[src/rtl/fibonacci_seq_gen_if.sv]
// Term stream interface for fibonacci_seq_gen: valid/ready beat carrying term, index and last flag.
interface fibonacci_seq_gen_if #(
  parameter int WIDTH = 16,
  parameter int CNT_W = 8
);
  logic             out_valid;
  logic             out_ready;
  logic [WIDTH-1:0] out_term;
  logic [CNT_W-1:0] out_idx;
  logic             out_last;

  modport master (
    output out_valid, out_term, out_idx, out_last,
    input  out_ready
  );

  modport slave (
    input  out_valid, out_term, out_idx, out_last,
    output out_ready
  );
endinterface

[src/rtl/fibonacci_seq_gen.sv]
// Start/done controlled Fibonacci term generator streaming terms on a valid/ready interface.
// Optional FIB_SEED_EN adds seed0/seed1 inputs captured at start; otherwise the series starts 1,1.
module fibonacci_seq_gen #(
  parameter int WIDTH = 16,
  parameter int CNT_W = 8
) (
  input  logic             clk,
  input  logic             rst,
  input  logic             start,
  input  logic [CNT_W-1:0] n_terms,
`ifdef FIB_SEED_EN
  input  logic [WIDTH-1:0] seed0,
  input  logic [WIDTH-1:0] seed1,
`endif
  fibonacci_seq_gen_if.master out_if,
  output logic             busy,
  output logic             done,
  output logic             ovf
);

  typedef enum logic [1:0] {IDLE, EMIT, DONE} state_t;

  state_t           state, state_nxt;
  logic [WIDTH-1:0] a, b;
  logic             b_carry;
  logic [CNT_W-1:0] idx;
  logic [CNT_W-1:0] n_reg;
  logic [WIDTH:0]   nxt;
  logic             idx_end;
  logic             last;
  logic             accept;
  logic [WIDTH-1:0] s0, s1;

`ifdef FIB_SEED_EN
  assign s0 = seed0;
  assign s1 = seed1;
`else
  assign s0 = WIDTH'(1);
  assign s1 = WIDTH'(1);
`endif

  // b_carry marks b as unrepresentable, so the current term a ends the stream.
  always_comb begin
    nxt     = {1'b0, a} + {1'b0, b};
    idx_end = (idx == (n_reg - CNT_W'(1)));
    last    = idx_end | b_carry;
    accept  = (state == EMIT) & out_if.out_ready;
  end

  always_comb begin
    state_nxt = state;
    case (state)
      IDLE: if (start) state_nxt = (n_terms != '0) ? EMIT : DONE;
      EMIT: if (accept && last) state_nxt = DONE;
      DONE: state_nxt = IDLE;
      default: state_nxt = IDLE;
    endcase
  end

  always_ff @(posedge clk or posedge rst) begin
    if (rst) state <= IDLE;
    else     state <= state_nxt;
  end

  always_ff @(posedge clk or posedge rst) begin
    if (rst) begin
      a       <= '0;
      b       <= '0;
      b_carry <= 1'b0;
      idx     <= '0;
      n_reg   <= '0;
      ovf     <= 1'b0;
    end else if (state == IDLE && start) begin
      a       <= s0;
      b       <= s1;
      b_carry <= 1'b0;
      idx     <= '0;
      n_reg   <= n_terms;
      ovf     <= 1'b0;
    end else if (accept) begin
      if (last) begin
        ovf <= ~idx_end;
      end else begin
        a       <= b;
        b       <= nxt[WIDTH-1:0];
        b_carry <= nxt[WIDTH];
        idx     <= idx + CNT_W'(1);
      end
    end
  end

  assign out_if.out_valid = (state == EMIT);
  assign out_if.out_term  = a;
  assign out_if.out_idx   = idx;
  assign out_if.out_last  = (state == EMIT) & last;
  assign busy             = (state != IDLE);
  assign done             = (state == DONE);

endmodule

[src/flat_wrapper.sv]
// flat-port wrapper written by rule: the top's interface ports become plain ports
module fibonacci_seq_gen_flat 
#(
  parameter int WIDTH = 16,
  parameter int CNT_W = 8
)
  (clk, rst, start, n_terms, busy, done, ovf, out_if_out_valid, out_if_out_term, out_if_out_idx, out_if_out_last, out_if_out_ready);
  fibonacci_seq_gen_if #(.WIDTH(WIDTH), .CNT_W(CNT_W)) out_if_i ();
  input  logic clk;
  input  logic rst;
  input  logic start;
  input  logic [CNT_W-1:0] n_terms;
  output logic busy;
  output logic done;
  output logic ovf;
  output wire logic [$bits(out_if_i.out_valid)-1:0] out_if_out_valid;
  output wire logic [$bits(out_if_i.out_term)-1:0] out_if_out_term;
  output wire logic [$bits(out_if_i.out_idx)-1:0] out_if_out_idx;
  output wire logic [$bits(out_if_i.out_last)-1:0] out_if_out_last;
  input wire logic [$bits(out_if_i.out_ready)-1:0] out_if_out_ready;
  assign out_if_out_valid = out_if_i.out_valid;
  assign out_if_out_term = out_if_i.out_term;
  assign out_if_out_idx = out_if_i.out_idx;
  assign out_if_out_last = out_if_i.out_last;
  assign out_if_i.out_ready = out_if_out_ready;
  fibonacci_seq_gen #(.WIDTH(WIDTH), .CNT_W(CNT_W)) u_core (.clk(clk), .rst(rst), .start(start), .n_terms(n_terms), .out_if(out_if_i), .busy(busy), .done(done), .ovf(ovf));
endmodule
[config.mk]
export PLATFORM = sky130hd
export DESIGN_NAME = fibonacci_seq_gen_flat
export DESIGN_NICKNAME = d
export VERILOG_FILES = /design/src/rtl/fibonacci_seq_gen_if.sv /design/src/rtl/fibonacci_seq_gen.sv /design/src/flat_wrapper.sv
export SDC_FILE = /design/constraint.sdc
export NUM_CORES = 1
export LEC_CHECK = 0
export CORE_UTILIZATION = 60
export DETAILED_ROUTE_END_ITERATION = 6
export PLACE_DENSITY_LB_ADDON = 0.05
export SYNTH_ARGS = -nofsm -noshare
export SYNTH_HDL_FRONTEND = slang
export SYNTH_SLANG_ARGS = --single-unit
export TNS_END_PERCENT = 5
[constraint.sdc]
create_clock -name clk -period 4.4 [get_ports clk]
set_clock_uncertainty 0.15 [all_clocks]
set_input_delay 0.88 -clock clk [delete_from_list [all_inputs] [get_ports clk]]
set_output_delay 0.88 -clock clk [all_outputs]
set_load 0.01 [all_outputs]
Word level (Yosys, flattened, before mapping) --
Cells that the tools add are included.
Word-level totals: register bits after elaboration 52, input bits 12, output and inout port bits 29
Operators by class: add/sub/neg operators 3, equal/unequal tests 6, muxes and demuxes 19, bitwise logic cells 4, reductions and logical operators 10
Operators with widths (count):
- 16-bit two-way mux | 6
- 8-bit two-way mux | 3
- 16-bit by 16-bit adder with 17-bit output | 1
- 8-bit by 1-bit adder with 8-bit output (second input constant) | 1
- 8-bit equality test | 1
- 8-bit nonzero test | 1
- 8-bit by 1-bit subtractor with 8-bit output (second input constant) | 1
- 1-bit two-way mux | 6
- 2-bit two-way mux | 3
- 2-bit AND reduction | 3
- 2-bit nonzero test | 3
- 2-bit inequality test (second input constant) | 2
- 2-bit case mux with 2 select lines | 1
- 1-bit AND | 2
- 2-bit by 1-bit equality test with 1-bit output (second input constant) | 1
- 2-bit equality test (second input constant) | 1
- 1-bit logical AND | 2
- 2-bit logical NOT | 1
- 2-bit by 1-bit inequality test with 1-bit output (second input constant) | 1
- 1-bit NOT | 1
- 1-bit bitwise OR | 1

Depth between registers and ports, before layout --
Gate-level depths: netlist of the first run.
depth after elaboration 6, depth in mapped cells 10, depth with buffers taken out 8

Worst setup path after synthesis of the first run --
OpenSTA, ideal clock, no wires.
path kind register -> output, start point register u_core.n_reg[0], end point output port out_if_out_last, data arrival time 1.980 ns, setup slack 1.390 ns, stages on the path, launching flop included 10, path through dfrtp_1 > inv_1 > ha_1 > nor3b_1 > a21oi_1 > nor4b_1 > o211a_1 > clkbuf_1 > nor2_1 > nor2b_1
On the way: longest elaborated chain between the ends 4
RTL lines:
- start, declared | RTL line fibonacci_seq_gen.sv:27 | logic [CNT_W-1:0] n_reg;
- start signal, assigned | RTL line fibonacci_seq_gen.sv:78 | n_reg <= n_terms;
- 8-bit by 1-bit subtractor with 8-bit output | RTL line fibonacci_seq_gen.sv:45 | idx_end = (idx == (n_reg - CNT_W'(1)));
- 8-bit equality test | RTL line fibonacci_seq_gen.sv:45
- 1-bit bitwise OR | RTL line fibonacci_seq_gen.sv:46 | last = idx_end | b_carry;
- 1-bit AND | RTL line fibonacci_seq_gen.sv:95 | assign out_if.out_last = (state == EMIT) & last;
- end, declared | RTL line flat_wrapper.sv:19 | output wire logic [$bits(out_if_i.out_last)-1:0] out_if_out_last;
No other way between the ends.

Final worst setup path of the first run --
Ends and elaborated chain as after synthesis.

==> reports/metrics.cfg, run 1 <==
[timing]
whs_ps=391
slew_headroom_pct=27.4
hold_violations=0
period_needed_ps=3930
grt_setup_unrepaired=no
fmax_ghz=0.254
worstMarginPinSlew_ps=1090
period_share_pct=89.3
final_max_slew_viol_count=0
finalSetupViolCount=0
tns_ps=0

[cts]
hold_buffers=0
cts_tree=built
htreeDepth=2
clock_sinks=52
cts_buffer_depth=2
cts-root-buf=clkbuf_8
clk_latency_ps=300
cts_resized=0
worst_setup_hold_path_clk_slew_ps=100
post_cts_buffers=0
cts_made_buffers=5

[pwr]
internal_power_w=0.00171
ir_worst_vdd_mv=0.504
comb_power_share_pct=58.8
switching_power_w=0.00128
switching_share_pct=42.8
p_total_w=0.00300
clkPwrFrac_pct=11.8
pwr_density_cell_nw_per_um2=773
power_leakage_nw=1.91
pwr-share-seq_pct=29.4

[logic_synthesis]
yosys.area.top_type=dfrtp_1
synthArstFlopShare_pct=100
synth-seq-cells=52
post-synth-top-count-cell=nand2_1
synth_edf_count=0
avgSynthCellArea_um2=9.14
yosysTopAreaCellShare_pct=38.9
ys.flop_type=dfrtp_1
yosysUniqueCellTypes=52
netlist_instances=366
synth_warnings=0
syn-num-nets=397
synth_common_cells=nand2_1 (69), dfrtp_1 (52), mux2i_1 (34), inv_1 (25)
synth_area_leaders=dfrtp_1 (39%), mux2i_1 (10%), nand2_1 (7.7%), ha_1 (6.7%), xnor2_1 (3.1%)
synthesis.area_um2=3340
ys_seq_area_share_pct=38.9

[worst_setup_path]
cp.required_ps=3370
worstSetupPathType=flip-flop to output port
crit_arrival_ps=2900
endpoint_kind=output port
cp_max_fo=14
worst_setup_path_start_kind=flip-flop

[floorplanning]
coreArea_um2=5240
fp.dieH_um=76.7
die_w_um=76.7
num_rows=26
start_util_pct=63.9
io_pins=41
dieArea_um2=5880

[place]
gp_congestion=0.855
port_buffers=40
post-dp-hpwl_um=4980

[drt]
num_vias=2754
drtPass1Iterations=5
vias_per_cell=5.86
dr.first_iter.drc_count=193
routed_wl_um=6990
ant_nets=0
drc=0
wl_per_cell_um=14.9

[finish]
drive_gt1_share_pct=4.50
post-route-util_pct=74.0
n_antenna_cell=0
nets=430
fillers=390
area_delta_synth_final_pct=15.9

[global_routing]
grtUsageMet3_pct=2.74
grt_pass1_wl_um=11700
grt_max_degree=53
met2_usage_pct=44.2
grt_antenna_before_repair=0
grt_pass1_vias=2708
track_usage_pct=24.8
overflow=0
top_usage_layer=met2
met1_usage_pct=31.2

[worst_hold_path]
hold_class=flip-flop to flip-flop

[run]
maxCapViolations=0

[outcome]
status=finished clean

==> cell type report <==
type / instances / area (µm²) / share of cell area [%]
tap: 70 / 87.6 / 2.26
inverter: 25 / 93.8 / 2.42
multi-input combinational: 274 / 1860 / 48.1
clock buffer: 6 / 82.6 / 2.13
sequential: 52 / 1300 / 33.6
clock inverter: 2 / 38.8 / 1.00
timing repair buffer: 41 / 408 / 10.5
==> per-layer routing <==
metal	routed length (µm)	vias up
met2	3550	58
met4	67	0
met5	0	-
met1	3120	1337
met3	254	6
li1	-	1353
==> placed cells by master, fill, tap and decap left out, types with 6 or more instances in the layout <==
master           synthesis  layout
ha_1                    18      18
inv_1                   25      24
nor3_1                   6       6
a21oi_1                 16      16
mux2i_1                 34      34
nand2_1                 69      69
or4_1                    8       8
clkdlybuf4s50_1          0      40
nor2_1                  18      18
a21o_1                   7       7
nor2b_1                  6       6
xnor2_1                 12      12
nand3_1                  7       7
xor2_1                   7       7
o21ai_0                  7       7
clkbuf_8                 0       6
dfrtp_1                 52      52
==> worst max-delay path, stage by stage, from the launching register on <==
cell	delay, ps
dfrtp_1	430
inv_1	90
ha_1	200
nor3b_1	320
a21oi_1	110
nor4b_1	270
o211a_1	430
nor2_1	100
nor2b_1	120
clkdlybuf4s50_1	530
==> power by group through the flow <==
| stage | Clock, W | Combinational [W] | Sequential [W] |
|---|---|---|---|
| after global routing | 0.000374 | 0.00195 | 0.000906 |
| after global placement | 0 | 0.00168 | 0.000878 |
| after detailed placement | 0 | 0.00176 | 0.000887 |
| after CTS | 0.000361 | 0.00177 | 0.000879 |
| after floorplan | 0 | 0.00130 | 0.000874 |
| final | 0.000353 | 0.00176 | 0.000882 |
==> path summary, 6_finish.rpt <==
check | to | depth (start not counted) | start | slack, ps
worst max register to register | u_core.b[1] | 8 | u_core.n_reg[0] | 1010
worst min register to register | u_core.out_if.out_term[13] | 2 | u_core.b[13] | 390
worst max-delay path | out_if_out_last | 9 | u_core.n_reg[0] | 470
worst min-delay path | u_core.out_if.out_term[13] | 2 | u_core.b[13] | 390
min in group asynchronous | u_core.b[0] | 2 | rst | 990
max in group asynchronous | u_core.b[13] | 2 | rst | 2420
==> logic make-up after synthesis <==
kind of cell | share of synthesized area, %
flip-flops | 38.9
multiplexers | 10.8
buffers and inverters | 5.39
AND/OR/NAND/NOR | 19.9
adder cells (fa/ha/maj) | 7.33
AO/OA/AOI/OAI | 12.7
XOR/XNOR | 4.98
==> through the flow <==
step / instances / instance area (µm²) / setup WS [ps]
6_report: 470 / 3880 / 470
5_1_grt: 470 / 3880 / 217
3_5_place_dp: 462 / 3750 / 806
2_1_floorplan: 366 / 3340 / 1390
3_3_place_gp: 462 / 3750 / 963
4_1_cts: 470 / 3880 / 464
(Power assumes the default switching activity.)
==> run 2: changes to the inputs <==
--- a/config.mk
+++ b/config.mk
@@ -5,9 +5,10 @@
 export SDC_FILE = /design/constraint.sdc
 export NUM_CORES = 1
 export LEC_CHECK = 0
-export CORE_UTILIZATION = 60
+export CORE_UTILIZATION = 45
 export DETAILED_ROUTE_END_ITERATION = 6
-export PLACE_DENSITY_LB_ADDON = 0.05
+export MAX_ROUTING_LAYER = met4
+export PLACE_DENSITY = 0.67
 export SYNTH_ARGS = -nofsm -noshare
 export SYNTH_HDL_FRONTEND = slang
 export SYNTH_SLANG_ARGS = --single-unit
==> reports/metrics.cfg, run 2 (synthesis results as in run 1) <==
[outcome]
status=finished clean

[pwr]
pwr_density_cell_nw_per_um2=755  ; -2.4%
p_total_w=0.00294  ; -1.8%
power_leakage_nw=1.90  ; -0.69%
switching_share_pct=43.7  ; +0.89 points
switching_power_w=0.00129  ; +0.20%
clkPwrFrac_pct=9.9  ; -1.9 points
comb_power_share_pct=60.1  ; +1.3 points
ir_worst_vdd_mv=0.358  ; -29%
internal_power_w=0.00166  ; -3.4%
pwr-share-seq_pct=30.0  ; +0.6 points

[timing]
period_needed_ps=3970  ; +36.2 ps
tns_ps=0  ; unchanged
period_share_pct=90.1  ; +0.82 points
final_max_slew_viol_count=0  ; unchanged
fmax_ghz=0.252  ; -0.91%
finalSetupViolCount=0  ; unchanged
grt_setup_unrepaired=no
slew_headroom_pct=26.9  ; -0.52 points
worstMarginPinSlew_ps=1100  ; +7.86 ps
hold_violations=0  ; unchanged

[finish]
nets=431  ; +0.23%
final_common_cell=nand2_1
post-route-util_pct=54.0  ; -20 points
drive_gt1_share_pct=4.74  ; +0.24 points
finalInstanceArea_um2=3900  ; +0.52%
stdcell_count=500  ; +6.4%
final_cell_mix=nand2_1 (69), dfrtp_1 (52), clkdlybuf4s50_1 (40), mux2i_1 (34), inv_1 (24)
area_delta_synth_final_pct=16.5
n_antenna_cell=0  ; unchanged

[place]
gp_congestion=0.911  ; +6.5%
dp_cells=492  ; +6.5%
post-dp-hpwl_um=5180  ; +4.0%
port_buffers=40  ; unchanged
placed_area_um2=3800  ; +1.2%

[worst_setup_path]
cp_slowest_cell=clkdlybuf4s50_1
critical_path.top_delay_family=simple AND/OR/NAND/NOR gates
cp_max_fo=14  ; unchanged
cp.required_ps=3370  ; about the same
timing.rr.end=u_core.b[1]
endpoint_kind=output port
worstSetupPathType=flip-flop to output port
critPathBufInv=2  ; unchanged
crit_path_max_incr_delay_ps=530  ; about the same
worst_setup_path_start_kind=flip-flop
crit_chain=inv_1 -> ha_1 -> nor3b_1 -> a21oi_1 -> nor4b_1 -> o211a_1 -> nor2_1 -> nor2b_1 -> clkdlybuf4s50_1
reg2reg_setup_slack_ps=960  ; -50 ps
r2r_cells=8  ; unchanged
reg2reg_from=u_core.n_reg[0]
crit_arrival_ps=2940  ; +40 ps

[cts]
worst_setup_hold_path_clk_slew_ps=100  ; about the same
clock_sinks=52  ; unchanged
cts_tree=built
htreeDepth=2  ; unchanged
cts_buffer_depth=2  ; unchanged
hold_buffers=0  ; unchanged
clk_latency_ps=310  ; about the same
cts-root-buf=clkbuf_8
cts_resized=0  ; unchanged
cts_made_buffers=5  ; unchanged
post_cts_buffers=0  ; unchanged

[worst_hold_path]
whs_path_depth=2  ; unchanged
hold_end=u_core.out_if.out_term[14]
hold_class=flip-flop to flip-flop
hold_path_startpoint=u_core.b[14]

[global_routing]
grt_pass1_vias=2684  ; -0.89%
met2_usage_pct=35.3  ; -8.9 points
top_usage_layer=met2
track_usage_pct=21.0  ; -3.8 points
grt_antenna_before_repair=0  ; unchanged
grt_max_degree=45  ; -15%
grt_pass1_wl_um=12500  ; +6.1%
met1_usage_pct=26.3  ; -4.9 points
grtUsageMet3_pct=2.89  ; +0.15 points
overflow=0  ; unchanged

[drt]
vias_per_cell=5.46  ; -6.9%
dr.first_iter.drc_count=65  ; -66%
num_vias=2728  ; -0.94%
drc=0  ; unchanged
ant_nets=0  ; unchanged
routed_wl_um=7320  ; +4.7%
drtPass1Iterations=5  ; unchanged
wl_per_cell_um=14.6  ; -1.6%

[floorplanning]
io_pins=41  ; unchanged
dieArea_um2=7780  ; +32%
start_util_pct=46.4  ; -17 points
die_w_um=88.2  ; +15%
coreArea_um2=7210  ; +38%
num_rows=31  ; +19%
fp.dieH_um=88.2  ; +15%

[run]
maxCapViolations=0  ; unchanged

-- run 2: worst max-delay path by stage --
stage | slack [ps] | to | cells after the start | from
after global placement | 880 | out_if_out_last | 9 | u_core.n_reg[0]
after detailed placement | 800 | out_if_out_last | 9 | u_core.n_reg[0]
after CTS | 440 | out_if_out_last | 9 | u_core.n_reg[0]
final | 430 | out_if_out_last | 9 | u_core.n_reg[0]
after global routing | 180 | out_if_out_last | 9 | u_core.n_reg[0]
after floorplan | 1390 | out_if_out_last | 9 | u_core.n_reg[0]
-- run 2: through the flow --
stage                     setup WS [ps]  hold slack [ps]
after floorplan                    1390              353
after global placement              883              380
after detailed placement            800              393
after CTS                           436              407
after global routing                183              433
final                               434              397
-- run 2: tightest hold or removal path, stage by stage, from the launching register on --
cell	delay [ps]
dfrtp_1	410
inv_1	60
mux2i_1	50
-- run 2: power groups by stage --
stage / combinational (W) / sequential (W) / clock, W
6_report: 0.00177 / 0.000881 / 0.000292
5_1_grt: 0.00199 / 0.000911 / 0.000317
4_1_cts: 0.00178 / 0.000882 / 0.000303
3_5_place_dp: 0.00176 / 0.000890 / 0
3_3_place_gp: 0.00171 / 0.000879 / 0
2_1_floorplan: 0.00130 / 0.000874 / 0
-- run 2: final cells by class --
cell class                 instances  area (µm²)
fill                             709        3320
multi-input combinational        274        1860
sequential                        52        1300
timing repair buffer              42         415
tap                               99         124
inverter                          25        93.8
clock buffer                       6        82.6
clock inverter                     2        15.0
-- run 2: layer usage --
layer  part of all wire, %  vias to the layer above
li1                      -                     1352
met1                    46                     1310
met2                    49                       57
met3                   3.8                        9
met4                   1.5                        0
met5                     0                        -
==> run 3: changes to the inputs <==
--- a/config.mk
+++ b/config.mk
@@ -5,10 +5,11 @@
 export SDC_FILE = /design/constraint.sdc
 export NUM_CORES = 1
 export LEC_CHECK = 0
-export CORE_UTILIZATION = 45
+export ABC_AREA = 1
+export CORE_UTILIZATION = 35
 export DETAILED_ROUTE_END_ITERATION = 6
 export MAX_ROUTING_LAYER = met4
-export PLACE_DENSITY = 0.67
+export PLACE_DENSITY = 0.54
 export SYNTH_ARGS = -nofsm -noshare
 export SYNTH_HDL_FRONTEND = slang
 export SYNTH_SLANG_ARGS = --single-unit
==> reports/metrics.cfg, run 3 <==
[logic_synthesis]
synth_area_leaders=dfrtp_1 (39%), nand2_1 (18%), nand3_1 (9.4%), ha_1 (6.7%), nor2_1 (4.7%)
synthArstFlopShare_pct=100  ; unchanged
avgSynthCellArea_um2=7.23  ; -21%
ys.flop_type=dfrtp_1
post-synth-top-count-cell=nand2_1
synthesis.area_um2=3360  ; +0.49%
netlist_instances=465  ; +27%
synth-seq-cells=52  ; unchanged
synth_warnings=0  ; unchanged
ys_seq_area_share_pct=38.7  ; -0.19 points
yosysTopAreaCellShare_pct=38.7  ; -0.19 points
synth_common_cells=nand2_1 (160), nand3_1 (63), dfrtp_1 (52), nor2_1 (42), inv_1 (35)
yosys.area.top_type=dfrtp_1
syn-num-nets=496  ; +25%
synth_edf_count=0  ; unchanged
yosysUniqueCellTypes=26  ; -50%

[cts]
clock_sinks=52  ; unchanged
cts_made_buffers=5  ; unchanged
hold_buffers=0  ; unchanged
cts-root-buf=clkbuf_8
htreeDepth=2  ; unchanged
worst_setup_hold_path_clk_slew_ps=100  ; about the same
clk_latency_ps=310  ; about the same
cts_tree=built
post_cts_buffers=0  ; unchanged
cts_buffer_depth=2  ; unchanged
cts_resized=0  ; unchanged

[run]
maxCapViolations=0  ; unchanged

[pwr]
p_total_w=0.00172  ; -42%
power_leakage_nw=2.19  ; +16%
pwr_density_cell_nw_per_um2=433  ; -43%
switching_power_w=0.000703  ; -45%
pwr-share-seq_pct=39.5  ; +9.5 points
internal_power_w=0.00101  ; -39%
comb_power_share_pct=41.3  ; -19 points
clkPwrFrac_pct=19.2  ; +9.3 points
switching_share_pct=41.0  ; -2.8 points
ir_worst_vdd_mv=0.138  ; -61%

[floorplanning]
start_util_pct=36.2  ; -10 points
fp.dieH_um=100  ; +13%
num_rows=35  ; +13%
die_w_um=100  ; +13%
io_pins=41  ; unchanged
dieArea_um2=10000  ; +28%
coreArea_um2=9280  ; +29%

[timing]
worstMarginPinSlew_ps=815  ; -282 ps
fmax_ghz=0.286  ; +13%
setup_slack_ps=899  ; +465 ps
slew_headroom_pct=45.6  ; +19 points
final_max_slew_viol_count=0  ; unchanged
finalSetupViolCount=0  ; unchanged
hold_violations=0  ; unchanged
period_needed_ps=3500  ; -465 ps
grt_setup_unrepaired=no
period_share_pct=79.6  ; -11 points
tns_ps=0  ; unchanged

[global_routing]
grt_pass1_wl_um=13700  ; +9.6%
grt_pass1_vias=2930  ; +9.2%
overflow=0  ; unchanged
grt_max_degree=44  ; -2.2%
track_usage_pct=17.5  ; -3.5 points
grt_antenna_before_repair=0  ; unchanged

[finish]
n_antenna_cell=0  ; unchanged
stdcell_count=629  ; +26%
nets=530  ; +23%
drive_gt1_share_pct=3.40  ; -1.3 points
post-route-util_pct=42.7  ; -11 points
area_delta_synth_final_pct=18.1
final_cell_mix=nand2_1 (159), nand3_1 (63), dfrtp_1 (52), nor2_1 (42), clkdlybuf4s50_1 (40)
final_common_cell=nand2_1

[place]
port_buffers=40  ; unchanged
dp_slack_ps=1220  ; +422 ps
dp_cells=621  ; +26%
gp_congestion=0.893  ; -2.0%
post-dp-hpwl_um=5740  ; +11%

[drt]
ant_nets=0  ; unchanged
drc=0  ; unchanged
num_vias=2974  ; +9.0%
wl_per_cell_um=12.5  ; -15%
vias_per_cell=4.73  ; -13%
routed_wl_um=7840  ; +7.0%
drtPass1Iterations=4  ; -1
dr.first_iter.drc_count=121  ; +86%

[worst_setup_path]
crit_path_max_incr_delay_ps=550  ; +20 ps
cp_max_fo=5  ; -9
worst_setup_path_start_kind=flip-flop
endpoint_kind=output port
critical_path.top_delay_family=buffers and inverters
cp_slowest_cell=clkdlybuf4s50_1
crit_arrival_ps=2470  ; -470 ps
crit_chain=inv_1 -> ha_1 -> xnor2_1 -> inv_1 -> nand2_1 -> nand2_1 -> nor2_1 -> nand3_2 -> a21oi_1 -> clkdlybuf4s50_1
cp.required_ps=3370  ; about the same
critPathBufInv=3  ; +1
worstSetupPathType=flip-flop to output port

[outcome]
status=finished clean

[worst_hold_path]
hold_class=flip-flop to flip-flop

run 3: path summary, 6_finish.rpt:
| check | from | to | slack, ps | cells past startpoint |
|---|---|---|---|---|
| min in group asynchronous | rst | u_core.out_if.out_idx[1] | 890 | 2 |
| max | u_core.n_reg[0] | out_if_out_last | 900 | 10 |
| min reg2reg | u_core.ovf | u_core.ovf | 330 | 2 |
| min | u_core.ovf | u_core.ovf | 330 | 2 |
| max in group asynchronous | rst | u_core.out_if.out_term[12] | 2490 | 3 |
| max reg2reg | u_core.n_reg[0] | u_core.b[1] | 1580 | 11 |
run 3: layout make-up:
cell class	instances	area [µm²]
timing repair buffer	42	415
fill	1024	5320
clock buffer	6	72.6
clock inverter	2	35.0
multi-input combinational	361	1840
inverter	37	139
sequential	52	1300
tap	129	161
run 3: metal layers:
| layer | up-vias | wire length [µm] | part of all wire [%] | GRT usage, % |
|---|---|---|---|---|
| met5 | - | 0 | 0 | - |
| met4 | 0 | 74 | 0.94 | 4.46 |
| met3 | 5 | 240 | 3.1 | 2.37 |
| met2 | 46 | 3640 | 46 | 29.6 |
| met1 | 1365 | 3880 | 50 | 22.2 |
| li1 | 1558 | - | - | - |
run 3: kinds of logic (layout without fill, tap and decap cells):
logic type / after synthesis / in the layout / synth area share, %
AND/OR/NAND/NOR: 278 / 278 / 34.8
buffers and inverters: 52 / 87 / 6.52
XOR/XNOR: 24 / 24 / 6.25
flip-flops: 52 / 52 / 38.7
adder cells (fa/ha/maj): 19 / 19 / 7.30
AO/OA/AOI/OAI: 40 / 40 / 6.40
run 3: power by group through the flow:
stage | clock network [W] | registers, W | logic, W
2_1_floorplan | 0 | 0.000668 | 0.000522
3_3_place_gp | 0 | 0.000688 | 0.000707
3_5_place_dp | 0 | 0.000688 | 0.000717
4_1_cts | 0.000345 | 0.000679 | 0.000719
5_1_grt | 0.000355 | 0.000696 | 0.000814
6_report | 0.000330 | 0.000678 | 0.000709
run 3: worst reg2reg max path, cell delays in order (launching register included):
cell	delay [ps]
dfrtp_1	430
inv_1	110
ha_1	250
xnor2_1	210
nand2_1	70
nand2_1	70
nor2_1	50
nand3_2	140
nand3_4	400
inv_2	650
nand2_1	150
nand2_1	90
run 3: per-stage QoR:
step | hold WS [ps] | area (µm²)
global placement | 308 | 3860
detailed placement | 319 | 3860
global route | 376 | 3970
floorplan | 321 | 3360
CTS | 344 | 3970
finish | 333 | 3970
